==> config.mk <==
export PLATFORM = sky130hd
export DESIGN_NAME = clk_period_meter
export DESIGN_NICKNAME = d
export VERILOG_FILES = /design/src/rtl/clk_period_meter.sv
export SDC_FILE = /design/constraint.sdc
export NUM_CORES = 1
export LEC_CHECK = 0
export ABC_AREA = 1
export CAP_MARGIN = 20
export CORE_MARGIN = 5
export CORE_UTILIZATION = 55
export DETAILED_ROUTE_END_ITERATION = 6
export GPL_ROUTABILITY_DRIVEN = 0
export PLACE_DENSITY = 0.89
export SYNTH_ARGS = -nofsm -noshare
export SYNTH_HDL_FRONTEND = slang
export SYNTH_SLANG_ARGS = --single-unit
==> constraint.sdc <==
create_clock -name sys_clk -period 6.9 [get_ports sys_clk]
set_input_delay 1.725 -clock sys_clk [delete_from_list [all_inputs] [get_ports sys_clk]]
set_output_delay 1.725 -clock sys_clk [all_outputs]
set_load 0.02 [all_outputs]
==> src/rtl/clk_period_meter.sv <==
// Measures rise-to-rise period and high time of an asynchronous slow signal in
// sys_clk cycles, with power-of-two detection and divider speed_sel estimate.
module clk_period_meter #(
   parameter int unsigned CNT_W       = 32,
   parameter int unsigned SYNC_STAGES = 2
) (
   input  logic                     sys_clk,
   input  logic                     sys_rst,
   input  logic                     meas_en,
   input  logic                     sig_in,
   output logic [CNT_W-1:0]         period,
   output logic [CNT_W-1:0]         high_time,
   output logic                     meas_valid,
   output logic                     timeout,
   output logic                     pow2,
   output logic [$clog2(CNT_W)-1:0] speed_est
);

   localparam int unsigned SE_W = $clog2(CNT_W);

   typedef enum logic [1:0] {IDLE, ARM, MEAS} state_t;

   state_t                 state, state_nx;
   logic [SYNC_STAGES-1:0] sync;
   logic                   sig_s, sig_d, rise, fall;
   logic [CNT_W-1:0]       cnt, hcnt, hi_lat;
   logic                   hi_done;
   logic                   cnt_max, cnt_pow2;
   logic [SE_W-1:0]        cnt_log2;

   always_ff @(posedge sys_clk) begin
      if (sys_rst) begin
         sync  <= '0;
         sig_d <= 1'b0;
      end else begin
         sync  <= {sync[SYNC_STAGES-2:0], sig_in};
         sig_d <= sig_s;
      end
   end

   assign sig_s = sync[SYNC_STAGES-1];
   assign rise  = sig_s & ~sig_d;
   assign fall  = ~sig_s & sig_d;

   assign cnt_max  = &cnt;
   assign cnt_pow2 = (cnt != '0) && ((cnt & (cnt - CNT_W'(1))) == '0);

   // Index of the highest set bit; only meaningful when cnt is a power of two.
   always_comb begin
      cnt_log2 = '0;
      for (int unsigned i = 0; i < CNT_W; i++) begin
         if (cnt[i]) cnt_log2 = SE_W'(i);
      end
   end

   always_ff @(posedge sys_clk) begin
      if (sys_rst) state <= IDLE;
      else         state <= state_nx;
   end

   always_comb begin
      state_nx = state;
      if (!meas_en) begin
         state_nx = IDLE;
      end else begin
         case (state)
            IDLE:    state_nx = ARM;
            ARM:     if (rise) state_nx = MEAS;
            MEAS:    if (!rise && cnt_max) state_nx = ARM;
            default: state_nx = IDLE;
         endcase
      end
   end

   always_ff @(posedge sys_clk) begin
      if (sys_rst) begin
         cnt        <= '0;
         hcnt       <= '0;
         hi_lat     <= '0;
         hi_done    <= 1'b0;
         period     <= '0;
         high_time  <= '0;
         meas_valid <= 1'b0;
         timeout    <= 1'b0;
         pow2       <= 1'b0;
         speed_est  <= '0;
      end else begin
         meas_valid <= 1'b0;
         if (meas_en) begin
            case (state)
               ARM: begin
                  if (rise) begin
                     cnt     <= CNT_W'(1);
                     hcnt    <= CNT_W'(1);
                     hi_done <= 1'b0;
                  end
               end
               MEAS: begin
                  // A rise on the terminal count still completes the measurement.
                  if (rise) begin
                     period     <= cnt;
                     high_time  <= hi_lat;
                     pow2       <= cnt_pow2;
                     speed_est  <= cnt_pow2 ? cnt_log2 - SE_W'(1) : '0;
                     meas_valid <= 1'b1;
                     timeout    <= 1'b0;
                     cnt        <= CNT_W'(1);
                     hcnt       <= CNT_W'(1);
                     hi_done    <= 1'b0;
                  end else if (cnt_max) begin
                     timeout <= 1'b1;
                  end else begin
                     cnt <= cnt + CNT_W'(1);
                     if (sig_s && !hi_done) hcnt <= hcnt + CNT_W'(1);
                     if (fall) begin
                        hi_lat  <= hcnt;
                        hi_done <= 1'b1;
                     end
                  end
               end
               default: ;
            endcase
         end
      end
   end

endmodule

---- Word level (Yosys, flattened, before mapping) ----
Index checks and enable logic that the tools add are counted.
W data, S select, Z words.
storage, ports and cells
  logic and storage cells ................. 104
  register bits ........................... 174
  output and inout port bits .............. 72
operators by class
  bitwise logic cells ..................... 9
  eq/ne operators ......................... 7
  multiplexer cells ....................... 51
  add/sub/neg operators ................... 4
  reductions and logical operators ........ 20
operators by type and width
  cell                     count
  $mux W32                 6
  $mux W5                  31
  $pmux W32 S2             2
  $add A32 B1 Y32 const B  2
  $and A32 B32 Y32         1
  $logic_not A32 Y1        1
  $reduce_and A32 Y1       1
  $reduce_bool A32 Y1      1
  $sub A32 B1 Y32 const B  1
  $reduce_and A5 Y1        3
  $ne A3 B3 Y1 const B     3
  $mux W1                  8
  $not A1 Y1               6
  $pmux W2 S3              1
  $reduce_and A3 Y1        2
  $sub A5 B1 Y5 const B    1
  $mux W2                  2
  $ne A2 B2 Y1 const B     2
  $reduce_and A4 Y1        1
  $reduce_bool A2 Y1       2
  $logic_and A1 B1 Y1      3
  $reduce_or A3 Y1         1
  $and A1 B1 Y1            2
  $eq A2 B1 Y1 const B     1
  6 further kinds          7

---- Depth between registers and ports, before layout ----
Gate-level depths: netlist (run 1).
  depth after elaboration ................. 33
  depth in mapped cells ................... 36
  depth with buffers taken out ............ 36

---- Worst setup path after synthesis (run 1) ----
Ideal clock, no wire load.
  kind .................................... input to register
  start point ............................. input port meas_en
  end point ............................... register cnt[27]
  arrival time ............................ 3455 ps
  setup slack ............................. 3346 ps
  cell stages on the path ................. 16
  setup time .............................. 100 ps
  path buffers ............................ 0
  cell sequence ........................... inv_1 -> a21oi_1 -> nand2_4 -> inv_4 -> nand3_4 -> nor2_4 -> inv_2 -> nor3_2 -> nand2_2 -> nor3_4 -> nand3_2 -> nor2_2 -> inv_2 -> nor2_2 -> inv_2 -> a2111oi_4
on the way
  longest elaborated chain between the ends .. 1
RTL lines
  what                                line  source
  start, declared                     9     input logic meas_en,
  $reduce_and A4 Y1 (no source line)  n/a
  end signal, assigned                113   cnt <= cnt + CNT_W'(1);
  end, declared                       26    logic [CNT_W-1:0] cnt, hcnt, hi_lat;
Every way passes these cells.
A chain may end at the register's enable or synchronous reset.

---- Worst setup path in the final report (run 1) ----
  start point ............................. input port meas_en
  end point ............................... register hcnt[28]
on the way
  longest elaborated chain between the ends .. 1
RTL lines
  what                                line  source
  $reduce_and A5 Y1 (no source line)  n/a
  end signal, assigned                114   if (sig_s && !hi_done) hcnt <= hcnt + CNT_W'(1);
  end, declared                       26
Every way passes these cells.

==> results of run 1 <==
## cell usage in the layout (no fill, tap or decap), types with 17 or more instances in the layout
master / count
nand2_1: 173
nor3_1: 29
nand4_1: 17
clkbuf_16: 17
dfxtp_1: 174
nor2_1: 92
nand3_1: 28
a21oi_1: 86
inv_1: 129
o21ai_0: 144
clkdlybuf4s50_1: 75
## sequential cells by signal (all words and copies together) (netlist names), 2 cells and up
signal and count:
period 32, cnt 32, state 2, speed_est 5, hcnt 32, hi_lat 32
sync 2, high_time 32
## synth_stat cells (4+ instances only)
library cell  count  area (um2)
nor3_2            5        50.1
a31oi_1           5        31.3
dfxtp_1         174        3480
nor2_4            4        45.0
nand3_1          28         140
a21oi_1          86         430
a211oi_1          7        52.6
nor2_2            5        31.3
nor3_1           29         145
inv_1           129         484
inv_2            13        48.8
o21ai_0         144         721
clkbuf_1         26        97.6
nor4_1           13        81.3
nand4_1          17         106
ha_1              6        75.1
and3_1            4        25.0
o21ai_1           6        30.0
nand2_2           8        50.1
nor2_1           93         349
nand2_1         173         649
## per-stage QoR
stage	instance area [um2]	utilization (%)
after CTS	9050	67.8
after global routing	9050	67.8
after global placement	8420	63.1
after detailed placement	8450	63.3
final	9050	67.8
after floorplan	7530	-
## report_power, final
group / internal (uW) / switching (uW) / leakage [uW] / total, uW
combinational: 12.3 / 31.4 / 0.00169 / 43.7
clock: 552 / 410 / 0.000279 / 963
sequential: 1010 / 0.981 / 0.00140 / 1010
## metal layers
| layer | vias to the layer above | GRT usage [%] | wire [um] |
|---|---|---|---|
| li1 | 3523 | - | - |
| met1 | 3240 | 30.8 | 8200 |
| met2 | 270 | 36.0 | 8180 |
| met3 | 43 | 4.51 | 1250 |
| met4 | 0 | 9.02 | 419 |
| met5 | - | 0 | 0 |
## critical path, stage by stage
cell and delay [ns]:
clkdlybuf4s50_1 0.53, inv_1 0.07, a21oi_1 0.21, nand2_4 0.16, nor2_4 0.23, nand3_1 0.18, nor2_1 0.19, inv_1 0.10
nor4_1 0.55, nand3_1 0.21, o21ai_0 0.21, a21oi_1 0.05
## worst min path at each step
stage                     cells after the start  endpoint  startpoint  slack [ns]
final                                         2   sync[1]     sync[0]        0.41
after global routing                          2   sync[1]     sync[0]        0.43
after CTS                                     2   sync[1]     sync[0]        0.41
after detailed placement                      2   sync[1]     sync[0]        0.40
after global placement                        2   sync[1]     sync[0]        0.40
after floorplan                               2   sync[1]     sync[0]        0.39
## area by class of cell
| class | count | area share [%] |
|---|---|---|
| Clock buffer | 20 | 4.94 |
| Clock inverter | 12 | 1.69 |
| Sequential cell | 174 | 38.5 |
| Tap cell | 176 | 2.43 |
| Multi-Input combinational cell | 669 | 37.4 |
| Timing Repair Buffer | 80 | 8.93 |
| Inverter | 146 | 6.14 |
## cell families (layout without fill, tap and decap cells)
kind of cell | Yosys count | count (layout) | share of synthesized area (%)
AO/OA/AOI/OAI | 268 | 268 | 19.3
XOR/XNOR | 2 | 2 | 0.233
AND/OR/NAND/NOR | 393 | 393 | 24.3
buffers and inverters | 177 | 258 | 8.95
flip-flops | 174 | 174 | 46.2
adder cells (fa/ha/maj) | 6 | 6 | 0.996
==> metrics.txt, run 1 <==
worst hold slack 0.409 ns; Startpoint Class input port; vias in the first global route 6719; number of instances in the placed design 1245; Worst setup endpoint hcnt[28]; fraction of registers with async set/reset 0%; Worst Tran Pin Value 0.709 ns; worst r2r dst cnt[29]; Max IR drop VDD 0.162 mV; status finished, final reports clean; global-route wire length before repair 30.9 mm; height of the die 127 um; drt wl/cell 14.1 um; Post-synth EDFFs 0; RR Startpoint cnt[24]; Buffers on Ports 75; core footprint 0.0133 mm2; Syn Nets 1030; skew final 0.0105 ns; Tcrit/Tclk final 59.7%; Hold Path Class reg2reg; flop-to-flop setup slack 3.53 ns; Max Fanout on Critical Path 12; Clock Tree Buf Depth 2; max_cap viols 0; # fillers 1073; most used flip-flop cell after synthesis dfxtp_1; GRT Resource Usage Total 22.7%; Slew Limit Fails 0; Rows 42; worst r2r path cells 13; DRC 0; CTS tree done; Clock Latency Late Sink 0.43 ns; Multi-input gate area 0.00338 mm2; total grt overflow 0; clock-pin slew on the worst setup and hold paths 0.07 ns; nets 1098; htree depth 4; Clock Sinks 174; critical path launch point meas_en; Max-slew headroom 52.3%; Post-Layout Cell Count 1277; Leak Pwr 0.00337 uW; synthesized area 0.00753 mm2; Starting Density 56.4%; crit path DAT 4.44 ns; Setup WS pre-CTS 2.41 ns; TritonRoute pass-1 iters 5; Via Count 7076; largest net degree at the start of global routing 63; post-synthesis cell count 1020; num ports 76; Routed Antenna Nets 0; Pwr per Cell Area 222 mW/mm2; CTS Buf Count 17; fmax 243 MHz; Die ar. 0.0161 mm2; Crit Path Category in2reg; Initial DRC Count 713; layout cells sized above 1 7.90%; post-CTS setup buffers 0; CP endpoint kind flip-flop; CTS Root Cell clkbuf_16; storage element area 0.00348 mm2; WP data required 7.22 ns; Avg Cell Area, Syn 7.39 um2; initial antenna violation count 0; Routed WL 18.0 mm; sequential share of the synthesized area 46.2%; Antenna Cells 0; vias per inst 5.54; setup tns final 0 ns; Resized Gates After CTS 0; Power, Total 2010 uW; HPWL Detailed 12.7 mm; # setup viols final 0; fin crit period 4.12 ns; total count of hold-check failures in the final report 0; Syn-to-layout area delta 20.1%; Yosys reg bits 174; # hold bufs at CTS 0; RSZ-0062 raised after global routing false; Yosys Warn Count 0; final worst slack 2.78 ns; post-synth cell types 54; Die W 127 um
No activity file was read; power rests on OpenSTA's default activity.
==> inputs of run 2 (changes only) <==
Settings changed: CORE_UTILIZATION 55 to 51, PLACE_DENSITY 0.89 to 0.88.
Clock period 6.9 ns to 3.55 ns, I/O delays scaled along.
==> metrics.txt, run 2 (synthesized netlist as in run 1, its figures left out) <==
Die W 132 um (+3.5%); Max-slew headroom 53.1% (+0.77 points); htree depth 4 (unchanged); Pwr per Cell Area 420 mW/mm2 (+89%); worst r2r path cells 13 (unchanged); total grt overflow 0 (unchanged); Routed WL 18.3 mm (+1.3%); WP data required 3.90 ns (-3.32 ns); skew final 0.0100 ns (-0.000471 ns); flop-to-flop setup slack 0.38 ns (-3.15 ns); Leak Pwr 0.00341 uW (+1.3%); Initial DRC Count 686 (-3.8%); critical path launch point cnt[24]; num ports 76 (unchanged); Starting Density 51.8% (-4.6 points); Via Count 7098 (+0.31%); RR Startpoint cnt[24]; layout cells sized above 1 8.57% (+0.67 points); Antenna Cells 0 (unchanged); Power, Total 3820 uW (+90%); Resized Gates After CTS 0 (unchanged); # fillers 1244 (+16%); commonest non-fill, non-tap cell in the layout dfxtp_1; clock-pin slew on the worst setup and hold paths 0.07 ns (about the same); CTS Buf Count 17 (unchanged); Die ar. 0.0173 mm2 (+7.2%); CP endpoint kind flip-flop; # setup viols final 0 (unchanged); max_cap viols 0 (unchanged); crit path DAT 3.53 ns (-0.91 ns); global-route wire length before repair 31.7 mm (+2.5%); Max Fanout on Critical Path 22 (+10); Routed Antenna Nets 0 (unchanged); Crit Path Category reg2reg; status finished, final reports clean; Clock Latency Late Sink 0.43 ns (about the same); fin crit period 3.17 ns; final worst slack 0.377 ns (-2.40 ns); height of the die 132 um (+3.5%); setup tns final 0 ns (unchanged); Clock Tree Buf Depth 2 (unchanged); Tcrit/Tclk final 89.4%; largest net degree at the start of global routing 64 (+1.6%); # hold bufs at CTS 0 (unchanged); total count of hold-check failures in the final report 0 (unchanged); most frequent cells in the layout 174 x dfxtp_1, 173 x nand2_1, 144 x o21ai_0; Hold Path Class reg2reg; HPWL Detailed 12.9 mm (+1.9%); Clock Sinks 174 (unchanged); Syn-to-layout area delta 20.8%; Buffers on Ports 75 (unchanged); Worst Tran Pin Value 0.703 ns (-0.00584 ns); GRT Resource Usage Total 21.4% (-1.3 points); post-CTS setup buffers 0 (unchanged); vias per inst 5.49 (-0.85%); worst hold slack 0.402 ns (-0.00705 ns); RSZ-0062 raised after global routing false; nets 1105 (+0.64%); drt wl/cell 14.1 um (+0.13%); Setup WS pre-CTS 0.0334 ns (-2.37 ns); worst r2r dst hcnt[18]; core footprint 0.0145 mm2 (+8.9%); initial antenna violation count 0 (unchanged); Startpoint Class flip-flop; vias in the first global route 6723 (+0.060%); Max IR drop VDD 0.358 mV (+120%); Worst setup endpoint hcnt[18]; Slew Limit Fails 0 (unchanged); fmax 315 MHz; CTS Root Cell clkbuf_16; Rows 44 (+4.8%); CTS tree done; TritonRoute pass-1 iters 5 (unchanged); DRC 0 (unchanged)
-- run 2: worst max-delay path, cell delays in order (launching register included) --
cell and delay, ns:
dfxtp_1 0.49, nand2_2 0.14, nor3_1 0.39, nand2_2 0.15, nor2_2 0.20, nand4_2 0.17
nand2_4 0.15, inv_4 0.06, nand2_1 0.08, nand2_2 0.06, inv_1 0.52, buf_4 0.36
o21ai_0 0.14, a31oi_1 0.17
-- run 2: metal layers --
layer | global-route usage, % | part of all wire [%] | vias up
met1 | 28.5 | 45 | 3245
met4 | 9.37 | 3.2 | 0
met2 | 33.0 | 44 | 254
li1 | - | - | 3546
met5 | 0 | 0 | -
met3 | 5.35 | 7.5 | 53
-- run 2: where the power goes --
group	internal (uW)	leakage [uW]	switching [uW]
clock	970	0.000278	803
combinational	26.9	0.00173	62.2
sequential	1950	0.00140	1.85
-- run 2: final cells by class --
cell class              count  area [um2]  area share (%)
flip-flops and latches    174        3480            38.3
multi-input cells         669        3380            37.2
repair buffers             87         878            9.65
inverters                 146         556            6.11
clock buffers              21         470            5.17
well taps                 184         230            2.53
clock inverters            11        96.3            1.06
-- run 2: through the flow --
stage | instances | instance area [um2] | utilization, %
floorplan | 1020 | 7530 | -
global placement | 1260 | 8530 | 58.7
detailed placement | 1260 | 8530 | 58.7
CTS | 1292 | 9100 | 62.6
global route | 1292 | 9100 | 62.6
finish | 1292 | 9100 | 62.6
-- run 2: worst min-delay path by stage --
stage	slack [ns]	depth (start not counted)	from	to
finish	0.40	2	sync[0]	sync[1]
global route	0.46	2	sync[0]	sync[1]
CTS	0.40	2	sync[0]	sync[1]
detailed placement	0.39	2	sync[0]	sync[1]
global placement	0.39	2	sync[0]	sync[1]
floorplan	0.39	2	sync[0]	sync[1]
